$ cat src/rtl/lcp_cmd_dispatcher.sv
// lcp_cmd_dispatcher: routes fetched instructions to NUM_UNITS execution units, tracks outstanding work, runs WAIT/HALT.
// Ports: clk, rst_n (async active-low); start pulse; instr_valid/instr_data/instr_ready fetch port;
// unit_cmd/unit_valid/unit_ready/unit_done per-unit command ports; busy, done pulse, error status.
// Define DISPATCH_PERF_EN to add the stall_cycles and instr_count outputs.
module lcp_cmd_dispatcher #(
    parameter int INSTR_W   = 128,
    parameter int NUM_UNITS = 4,
    parameter int MAX_OUT   = 4,
    parameter int CNT_W     = 8
) (
    input  logic                          clk,
    input  logic                          rst_n,
    input  logic                          start,
    input  logic                          instr_valid,
    input  logic [INSTR_W-1:0]            instr_data,
    output logic                          instr_ready,
    output logic [NUM_UNITS*INSTR_W-1:0]  unit_cmd,
    output logic [NUM_UNITS-1:0]          unit_valid,
    input  logic [NUM_UNITS-1:0]          unit_ready,
    input  logic [NUM_UNITS-1:0]          unit_done,
    output logic                          busy,
    output logic                          done,
    output logic                          error
`ifdef DISPATCH_PERF_EN
    ,
    output logic [31:0]                   stall_cycles,
    output logic [31:0]                   instr_count
`endif
);
    typedef enum logic [2:0] {IDLE, RUN, ISSUE, WAIT, DRAIN, DONE, ERROR} state_t;
    localparam logic [CNT_W-1:0] MAX_C = CNT_W'(MAX_OUT);
    state_t state_q, state_d;
    logic [INSTR_W-1:0] instr_q, instr_d;
    logic [CNT_W-1:0] cnt_q [NUM_UNITS];
    logic [CNT_W-1:0] cnt_d [NUM_UNITS];
    logic [7:0] op;
    logic [3:0] uq;
    logic [NUM_UNITS-1:0] mask, nz, hs;
    assign op   = instr_data[INSTR_W-1 -: 8];
    assign uq   = instr_q[INSTR_W-5 -: 4];
    assign mask = instr_q[INSTR_W-9 -: NUM_UNITS];
    assign instr_ready = state_q == RUN;
    assign busy  = state_q != IDLE;
    assign done  = state_q == DONE;
    assign error = state_q == ERROR;
    assign hs    = unit_valid & unit_ready;
    always_comb begin
        unit_valid = '0;
        unit_cmd   = '0;
        nz         = '0;
        for (int i = 0; i < NUM_UNITS; i++) begin
            nz[i] = cnt_q[i] != '0;
            // Back-pressure: a unit at its outstanding limit is simply not offered the command.
            unit_valid[i] = state_q == ISSUE && uq == 4'(i) && cnt_q[i] != MAX_C;
            unit_cmd[i*INSTR_W +: INSTR_W] = (state_q == ISSUE && uq == 4'(i)) ? instr_q : '0;
            // Done at zero is ignored; handshake and done together cancel out.
            cnt_d[i] = cnt_q[i] + CNT_W'(hs[i]) - CNT_W'(unit_done[i] && nz[i]);
        end
    end
    always_comb begin
        state_d = state_q;
        instr_d = instr_q;
        case (state_q)
            IDLE:  state_d = start ? RUN : IDLE;
            RUN: begin
                if (instr_valid) begin
                    instr_d = instr_data;
                    state_d = op == 8'h00 ? RUN :
                              (op[7:4] == 4'h1 && op[3:0] < 4'(NUM_UNITS)) ? ISSUE :
                              op == 8'hF0 ? WAIT :
                              op == 8'hFF ? DRAIN : ERROR;
                end
            end
            ISSUE: state_d = |hs ? RUN : ISSUE;
            WAIT:  state_d = |(mask & nz) ? WAIT : RUN;
            DRAIN: state_d = |nz ? DRAIN : DONE;
            DONE:  state_d = IDLE;
            ERROR: state_d = start ? RUN : ERROR;
            default: state_d = IDLE;
        endcase
    end
    always_ff @(posedge clk or negedge rst_n) begin
        if (!rst_n) begin
            state_q <= IDLE;
            instr_q <= '0;
            for (int i = 0; i < NUM_UNITS; i++) cnt_q[i] <= '0;
        end else begin
            state_q <= state_d;
            instr_q <= instr_d;
            for (int i = 0; i < NUM_UNITS; i++) cnt_q[i] <= cnt_d[i];
        end
    end
`ifdef DISPATCH_PERF_EN
    logic [31:0] stall_q, stall_d, icnt_q, icnt_d;
    logic clr, stall;
    always_comb begin
        clr     = state_q == IDLE && start;
        stall   = (state_q == ISSUE && unit_valid == '0) || state_q == WAIT;
        stall_d = clr ? '0 : (stall && stall_q != '1) ? stall_q + 32'd1 : stall_q;
        icnt_d  = clr ? '0 : (instr_ready && instr_valid && icnt_q != '1) ? icnt_q + 32'd1 : icnt_q;
    end
    always_ff @(posedge clk or negedge rst_n) begin
        if (!rst_n) begin
            stall_q <= '0;
            icnt_q  <= '0;
        end else begin
            stall_q <= stall_d;
            icnt_q  <= icnt_d;
        end
    end
    assign stall_cycles = stall_q;
    assign instr_count  = icnt_q;
`endif
endmodule
$ cat config.mk
export PLATFORM = sky130hd
export DESIGN_NAME = lcp_cmd_dispatcher
export DESIGN_NICKNAME = d
export VERILOG_FILES = /design/src/rtl/lcp_cmd_dispatcher.sv
export SDC_FILE = /design/constraint.sdc
export NUM_CORES = 1
export LEC_CHECK = 0
export CAP_MARGIN = 30
export CORE_AREA = 2 2 254 256
export DETAILED_ROUTE_END_ITERATION = 8
export DIE_AREA = 0 0 256 258
export DONT_BUFFER_PORTS = 1
export MAX_ROUTING_LAYER = met4
export PLACE_DENSITY = 0.33
export SYNTH_ARGS = -nofsm -noshare
export SYNTH_HDL_FRONTEND = slang
export SYNTH_SLANG_ARGS = --single-unit
$ cat constraint.sdc
create_clock -name clk -period 4.3 [get_ports clk]
set_input_delay 1.075 -clock clk [delete_from_list [all_inputs] [get_ports clk]]
set_output_delay 1.075 -clock clk [all_outputs]
set_load 0.1 [all_outputs]
==> results.md, run 1 <==
- The critical path crosses 5 cells after its start point.
- The total of fill cells in the finished design is 6932.
- The startpoint identified for the worst register-to-register timing path is instr_q[122].
- The post-cts hold buffer count is 0.
- The critical path required time is 3.22 ns.
- Buffers added to address setup during post-CTS repair amount to 0.
- The share of the Yosys chip area taken by registers is 37.1%.
- The first global-routing pass estimated 66300 µm of wire.
- The initial utilization of the core area, before any placement, comes to 17.3%.
- The worst-margin pin slew is 0.720 ns.
- Setup repair after global routing left no endpoint under its margin.
- The core outline area is 0.0636 mm².
- Detailed routing inserted a total of 9473 vias.
- The latest clock arrival within the worst-skew pair is 0.49 ns.
- The total count of hold-check failures in the final report is 0.
- The buffering stage count on the worst path with inverters included is 2.
- The CTS tree is built.
- The power per unit of standard cell area is 632 mW/mm².
- After synthesis the netlist holds a flip-flop and latch count of 163.
- The clock tree skew after final layout is 0.0147 ns.
- The synthesized design contains 0 enable-type register cells.
- In the routed design, unresolved DRC markers number 0.
- The die is 256 µm wide.
- Wires add up to 45700 µm.
- The netlist area before placement is 0.0110 mm².
- For this run, the number of Yosys warnings is 0.
- The maximum frequency from static timing analysis is 0.245 GHz.
- The number of placement rows is 93.
- Setup violations remaining at the end of the flow were counted as 0.
- Counting distinct cell types in the post-synthesis netlist gives 50.
- In this run the register-to-register setup slack is 0.86 ns.
- The proportion of netlist area held by the largest area contributor is 37.1%.
- The design draws 10.3 mW.
- The clock sink total is 163.
- Of the cells placed in the final design, the portion with a size suffix greater than 1 is 42.8%.
- After detailed routing, the average wire length per cell comes to 18.6 µm.
- The global router's overall resource usage is 14.0%.
- During placement, the flow inserted port buffers numbering 0.
- The cell taking the most area after synthesis is sky130_fd_sc_hd__dfrtp_1.
- The total overflow left after global routing is 0.
- The leading register cell type out of synthesis is sky130_fd_sc_hd__dfrtp_1.
- The startpoint class of the critical path is a flip-flop.
- CTS built an H-tree with a depth of 4.
- In this design, the stage delay of the slowest critical-path cell is 0.56 ns.
- After layout, the worst path uses 95.0% of the clock period.
- In this run the static leakage power is 8.08 nW.
- In this design, the largest share of critical-path delay is due to simple AND/OR/NAND/NOR gates.
- No sink is reached through more buffers than the 2 on the longest clock path.
- The highest net fanout along the worst path is 64.
- The area overhead of the layout relative to synthesis is 48.3%.
- Clock tree synthesis inserted a total of 17 buffers.
- CTS placed an instance of sky130_fd_sc_hd__clkbuf_16 at the clock tree root.
- The number of instances in the synthesized netlist is 1118.
- The design internal power is 5.22 mW.
- The post-route antenna net violation count is 0.
- The data arrival time at the worst-slack endpoint is 3.01 ns.
- The placer's final routability congestion estimate is 0.800.
- The overall die area is 0.0660 mm².
- The capture point of the worst reg-to-reg path is cnt_q[30].
- The net switching fraction of the power is 49.3%.
- The number of global-route vias before repair is 9271.
- Using the TritonRoute via totals, the vias-per-cell ratio works out to 3.85.
- The final net count is 1776.
- The number of placed I/O pins is 660.
- The number of cells on the worst reg-to-reg path is 13.
- The shortest period the worst path allows is 4.08 ns.
- Clock-pin slew was measured on the worst setup and hold paths at 0.07 ns.
- The signal on the critical path passes through or3_4 -> nor4b_4 -> buf_4 -> and2_1 -> buf_4.
- IR analysis of the VDD net gives a maximum drop of 0.279 mV.
- The die span in y is 258 µm.
- The relative max-transition margin is 52.0%.
- The kind of critical path is reg2out.
- The iteration count of the initial detailed-routing pass is 4.
- The number of instances resized during post-cts repair is 0.
- The category of the worst setup path capture point is an output pin.
- The run finished with clean final reports.
- Ranked by total cell area, the synthesized netlist is headed by sky130_fd_sc_hd__dfrtp_1 37%, sky130_fd_sc_hd__and2_1 29%, sky130_fd_sc_hd__mux2_2 13%, sky130_fd_sc_hd__ha_1 5.0%, sky130_fd_sc_hd__buf_6 1.6%.
- The wire-length estimate of the detail-placed layout is 34700 µm.
- The most common cell type on the critical path is sky130_fd_sc_hd__buf_4.
- The number of antenna violations at the first check in global routing is 7.
- The iteration-0 DRC count of the detailed router is 356.
- On the critical path, the stage with the largest delay is an instance of sky130_fd_sc_hd__buf_4.
- Cells fill 25.6% of the core in the end.
- The analysis attributes to net switching a power of 5.08 mW.
- Per report_power, the clock group accounts for 16.5% of the total.
- The number of maximum-capacitance violations is 0.
- Per report_power, the combinational group accounts for 51.3% of the total.
- The min-delay analysis places its worst path in the category in2async.
- Averaged over all synthesized cells, the footprint is 9.83 µm².
- The post-synthesis async set-or-reset flop share is 100%.
- The pin count of the biggest net entering global routing is 164.
- The count of pins over their slew limit came to 0.
- Adding up every negative setup slack in the final design gives 0 ns.
- The sequential power share is 32.1%.
- The critical path starts at state_q[2].
-- power groups by stage --
stage | logic [mW] | registers, mW | clock network (mW)
after floorplan | 4.38 | 2.88 | 0
after global placement | 5.22 | 3.32 | 0
after detailed placement | 5.31 | 3.35 | 0
after CTS | 5.34 | 3.32 | 1.80
after global routing | 5.67 | 3.47 | 1.85
final | 5.29 | 3.31 | 1.70
-- flip-flops by register name, summed over array words and instances (netlist names) --
name     count
cnt_q       32
instr_q    128
state_q      3
-- area by class of cell --
| type | count | area, µm² | area share (%) |
|---|---|---|---|
| clock inverters | 11 | 178 | 1.09 |
| flip-flops and latches | 163 | 4080 | 25.0 |
| repair buffers | 519 | 4050 | 24.8 |
| inverters | 47 | 176 | 1.08 |
| well taps | 855 | 1070 | 6.56 |
| multi-input cells | 840 | 6290 | 38.6 |
| diodes | 6 | 15.0 | 0.0921 |
| clock buffers | 19 | 443 | 2.72 |
-- per-stage QoR --
stage | cells | hold WS, ns | cell area [µm²] | setup WS [ns]
after floorplan | 1129 | 0.479 | 11000 | 0.0783
after global placement | 2422 | 0.502 | 15600 | 0.754
after detailed placement | 2424 | 0.505 | 15700 | 0.704
after CTS | 2454 | 0.233 | 16300 | 0.147
after global routing | 2458 | 0.234 | 16300 | 0.0608
final | 2460 | 0.294 | 16300 | 0.216
-- kinds of logic after synthesis --
family / synth area share, %
AO/OA/AOI/OAI: 2.89
XOR/XNOR: 1.59
adder cells (fa/ha/maj): 5.74
buffers and inverters: 6.24
flip-flops: 37.1
multiplexers: 13.1
other: 0.0341
AND/OR/NAND/NOR: 33.3
-- metal layers --
| layer | share of wire (%) | routed length, µm | GRT usage, % | vias up |
|---|---|---|---|---|
| met2 | 53 | 24400 | 24.3 | 321 |
| met1 | 40 | 18100 | 15.4 | 4578 |
| met3 | 5.0 | 2280 | 3.80 | 53 |
| li1 | - | - | - | 4521 |
| met5 | 0 | 0 | - | - |
| met4 | 2.1 | 978 | 4.65 | 0 |
-- layout by cell type, fill, tap and decap left out, types with 5 or more instances in the layout --
master and count:
sky130_fd_sc_hd__nor2_1 17, sky130_fd_sc_hd__buf_16 5, sky130_fd_sc_hd__nand3_1 5, sky130_fd_sc_hd__inv_1 47
sky130_fd_sc_hd__conb_1 12, sky130_fd_sc_hd__and2_1 504, sky130_fd_sc_hd__xnor2_1 5, sky130_fd_sc_hd__ha_1 44
sky130_fd_sc_hd__mux2_2 128, sky130_fd_sc_hd__dfrtp_1 163, sky130_fd_sc_hd__clkbuf_16 17, sky130_fd_sc_hd__a21oi_1 17
sky130_fd_sc_hd__nor3_1 5, sky130_fd_sc_hd__diode_2 6, sky130_fd_sc_hd__nand2b_1 12, sky130_fd_sc_hd__buf_4 510
sky130_fd_sc_hd__nand2_1 12, sky130_fd_sc_hd__xor2_1 15
-- worst max path at each step --
stage / to / slack [ns]
after detailed placement: unit_cmd[451] / 0.70
final: unit_cmd[451] / 0.22
after floorplan: unit_valid[1] / 0.08
after global placement: unit_cmd[451] / 0.75
after CTS: unit_cmd[451] / 0.15
after global routing: unit_cmd[451] / 0.06
-- cell usage after synthesis (2+ instances only) --
library cell / count
sky130_fd_sc_hd__and3_1: 2
sky130_fd_sc_hd__fa_1: 4
sky130_fd_sc_hd__o41ai_1: 3
sky130_fd_sc_hd__or4_1: 3
sky130_fd_sc_hd__nand4_1: 4
sky130_fd_sc_hd__o21a_1: 3
sky130_fd_sc_hd__xnor2_1: 5
sky130_fd_sc_hd__buf_6: 16
sky130_fd_sc_hd__nor4b_4: 2
sky130_fd_sc_hd__nor2b_1: 3
sky130_fd_sc_hd__buf_2: 2
sky130_fd_sc_hd__nor4bb_1: 4
sky130_fd_sc_hd__o21ai_0: 4
sky130_fd_sc_hd__nor3_1: 6
sky130_fd_sc_hd__a22oi_1: 2
sky130_fd_sc_hd__buf_4: 12
sky130_fd_sc_hd__dfrtp_1: 163
sky130_fd_sc_hd__inv_1: 47
sky130_fd_sc_hd__nand3_1: 5
sky130_fd_sc_hd__nand2_1: 12
sky130_fd_sc_hd__clkbuf_1: 40
sky130_fd_sc_hd__o21bai_1: 4
sky130_fd_sc_hd__nor2_1: 18
sky130_fd_sc_hd__mux2_2: 128
sky130_fd_sc_hd__nand2b_1: 12
sky130_fd_sc_hd__xor2_1: 15
sky130_fd_sc_hd__ha_1: 44
sky130_fd_sc_hd__clkbuf_8: 4
sky130_fd_sc_hd__a21o_1: 3
sky130_fd_sc_hd__and2_1: 504
sky130_fd_sc_hd__a21oi_1: 17
sky130_fd_sc_hd__clkbuf_2: 4
sky130_fd_sc_hd__nor4_1: 3
sky130_fd_sc_hd__o311a_1: 4
(Power assumes the default switching activity.)
==> run 2: changes to the inputs <==
--- a/config.mk
+++ b/config.mk
@@ -6,10 +6,11 @@
 export NUM_CORES = 1
 export LEC_CHECK = 0
 export CAP_MARGIN = 30
-export CORE_AREA = 2 2 254 256
+export CORE_AREA = 2 2 256 258
 export DETAILED_ROUTE_END_ITERATION = 8
-export DIE_AREA = 0 0 256 258
+export DIE_AREA = 0 0 258 260
 export DONT_BUFFER_PORTS = 1
+export HOLD_SLACK_MARGIN = 0.06
 export MAX_ROUTING_LAYER = met4
 export PLACE_DENSITY = 0.33
 export SYNTH_ARGS = -nofsm -noshare
==> results.md, run 2 (synthesized netlist as in run 1, its figures left out) <==
- The setup total negative slack is 0 ns (unchanged).
- The iteration count of the initial detailed-routing pass is 4 (unchanged).
- The largest registers in the layout are instr_q x128, cnt_q x32, state_q x3.
- The clock tree skew after final layout is 0.0159 ns (+0.00118 ns).
- The overall routed net length was 45800 µm (+0.16%).
- The die span in y is 260 µm (+0.78%).
- The post-route antenna net violation count is 0 (unchanged).
- The data arrival time at the worst-slack endpoint was 2.81 ns (-0.20 ns).
- The half-perimeter wire length of the detailed placement result came to 34100 µm (-1.6%).
- The leakage dissipation was 8.06 nW (-0.25%).
- The shortest period the worst path allows is 3.88 ns (-0.201 ns).
- The number of placed instances, taps included came to 2420 (-0.17%).
- The final non-filler cell total is 2457 (-0.12%).
- The iteration-0 DRC count of the detailed router came to 368 (+3.4%).
- The fraction of layout cells with a size suffix above 1 is 42.7% (-0.13 points).
- The overall overflow remaining after global route is 0 (unchanged).
- The CTS tree is built.
- Traced cell by cell, the critical path runs through or3_4 -> nor4_4 -> buf_4 -> and2_1 -> buf_4.
- Among the stages of the critical path, the cell type that occurs most often is sky130_fd_sc_hd__buf_4.
- The count of unresolved DRC violations after routing was 0 (unchanged).
- The setup fix buffers added after clock tree synthesis is 0 (unchanged).
- The pre-CTS setup slack is 0.864 ns (+0.160 ns).
- The maximum cell stage delay along the critical path came to 0.47 ns (-0.09 ns).
- The worst-margin pin slew is 1.10 ns (+0.380 ns).
- The number of levels the H-tree was split into came to 4 (unchanged).
- The critical path required time is 3.22 ns (about the same).
- The number of maximum-capacitance violations is 0 (unchanged).
- The category of the worst setup path capture point is an output pin.
- The overall die area is 0.0671 mm² (+1.6%).
- The final critical-path setup slack was 0.417 ns (+0.201 ns).
- The flip-flop count of the largest register after layout is 128 (unchanged).
- The register with the most flip-flops is instr_q.
- The average wire length per cell after detail routing is 18.6 µm (+0.28%).
- The setup slack of the most critical reg-to-reg path was 0.95 ns (+0.09 ns).
- The design area was 0.0163 mm² (-0.31%).
- The clock-pin slew reported for the worst setup and hold paths after clock tree synthesis is 0.08 ns (about the same).
- The number of placement rows was 93 (unchanged).
- The initial core utilization is 17.1% (-0.13 points).
- The commonest non-fill, non-tap cell in the layout is sky130_fd_sc_hd__buf_4.
- The width of the chip is 258 µm (+0.78%).
- The number of cells traversed by the worst register-to-register path is 12 (-1).
- The core outline area came to 0.0641 mm² (+0.73%).
- The startpoint class of the critical path is a flip-flop.
- The first-pass GRT wire length is 65200 µm (-1.7%).
- The total of fill cells in the finished design came to 7007 (+1.1%).
- The worst-case clock buffer depth came to 2 (unchanged).
- The slowest stage cell on the critical path is sky130_fd_sc_hd__or3_4.
- The area overhead of the layout relative to synthesis is 47.9%.
- The final number of setup-violating endpoints is 0 (unchanged).
- The critical register-to-register path startpoint is state_q[2].
- The number of global-route vias before repair came to 9311 (+0.43%).
- Setup repair after global routing left no endpoint under its margin.
- The final net count is 1772 (-0.23%).
- The flow ran to the end, and the final reports show no timing, DRC or antenna violations.
- The number of instances resized during post-cts repair is 0 (unchanged).
- The highest net fanout along the worst path came to 47 (-27%).
- The setup path with the least slack is of type reg2out.
- The capture point of the worst reg-to-reg path is cnt_q[6].
- The vias after detailed routing was 9427 (-0.49%).
- The clock sink total was 163 (unchanged).
- The count of pins over their slew limit is 0 (unchanged).
- The tree is rooted in a sky130_fd_sc_hd__clkbuf_16.
- The total count of hold-check failures in the final report was 0 (unchanged).
- The number of buffers inserted by port buffering came to 0 (unchanged).
- The via density per instance is 3.84 (-0.36%).
- The placer's final routability congestion estimate was 0.788 (-1.5%).
- The relative max-transition margin is 26.6% (-25 points).
- The number of antenna violations at the first check in global routing was 6 (-1).
- The post-cts hold buffer count is 0 (unchanged).
- The class of the tightest hold or removal check is in2async.
- The global router's overall resource usage came to 13.6% (-0.41 points).
- The pin count of the biggest net entering global routing is 164 (unchanged).
- The power per unit of standard cell area is 629 mW/mm² (-0.35%).
- The latest clock arrival within the worst-skew pair is 0.49 ns (about the same).
- The placed standard-cell area is 0.0156 mm² (-0.19%).
- The peak ir drop on the vdd network was 0.307 mV (+10%).
- The number of placed I/O pins was 660 (unchanged).
- The final standard cell utilization of the core came to 25.3% (-0.26 points).
- The maximum frequency from static timing analysis was 0.258 GHz (+5.2%).
- The post-route clock period utilization is 90.3% (-4.7 points).
- Leaving out fill and tap cells, the most frequent cells in the layout are 506 x sky130_fd_sc_hd__buf_4, 504 x sky130_fd_sc_hd__and2_1, 163 x sky130_fd_sc_hd__dfrtp_1.
- The number of buffers inserted during clock tree synthesis was 17 (unchanged).
[run 2: cell count changes in the layout (fill, tap and decap cells not counted), sizes merged, moves of 2 or more]
cell      before  now
buf          519  515
clkinv         1    7
clkinvlp       3    1
inv           50   48
[run 2: layer usage]
metal / vias up / track usage, % / wire [µm]
met3: 38 / 3.29 / 2600
met4: 0 / 4.85 / 854
met2: 311 / 24.1 / 24600
met1: 4558 / 14.6 / 17700
li1: 4520 / - / -
met5: - / - / 0
[run 2: how the worst max path moves through the flow]
stage / start / end / cells after the start
finish: state_q[2] / unit_cmd[212] / 5
global route: state_q[2] / unit_cmd[212] / 5
CTS: state_q[2] / unit_cmd[212] / 5
detailed placement: state_q[2] / cnt_q[6] / 12
global placement: state_q[2] / unit_cmd[426] / 5
floorplan: state_q[2] / unit_valid[1] / 4
[run 2: final cells by class]
| type | count | area [µm²] | area share (%) |
|---|---|---|---|
| multi-input combinational | 840 | 6290 | 38.7 |
| timing repair buffer | 515 | 4020 | 24.7 |
| clock inverter | 12 | 156 | 0.962 |
| antenna | 5 | 12.5 | 0.0770 |
| clock buffer | 20 | 447 | 2.75 |
| sequential | 163 | 4080 | 25.1 |
| inverter | 47 | 176 | 1.09 |
| tap | 855 | 1070 | 6.58 |
[run 2: metrics by stage]
step,hold WS [ns],total power [mW]
after floorplan,0.479,7.25
after global placement,0.503,8.54
after detailed placement,0.499,8.66
after CTS,0.222,10.4
after global routing,0.241,10.9
final,0.288,10.2
[run 2: power by group]
group,internal [mW],switching (mW),leakage [nW]
combinational,1.87,3.40,5.83
sequential,2.36,0.936,1.93
clock,0.930,0.734,0.294
total,5.16,5.07,8.06
[run 2: worst max-delay path, delay by kind of cell, from the launching register on]
kind                   cells  cell delay, ns
DFF                        1            0.46
buffers and inverters      2            0.75
and+or+nand+nor            3            1.07
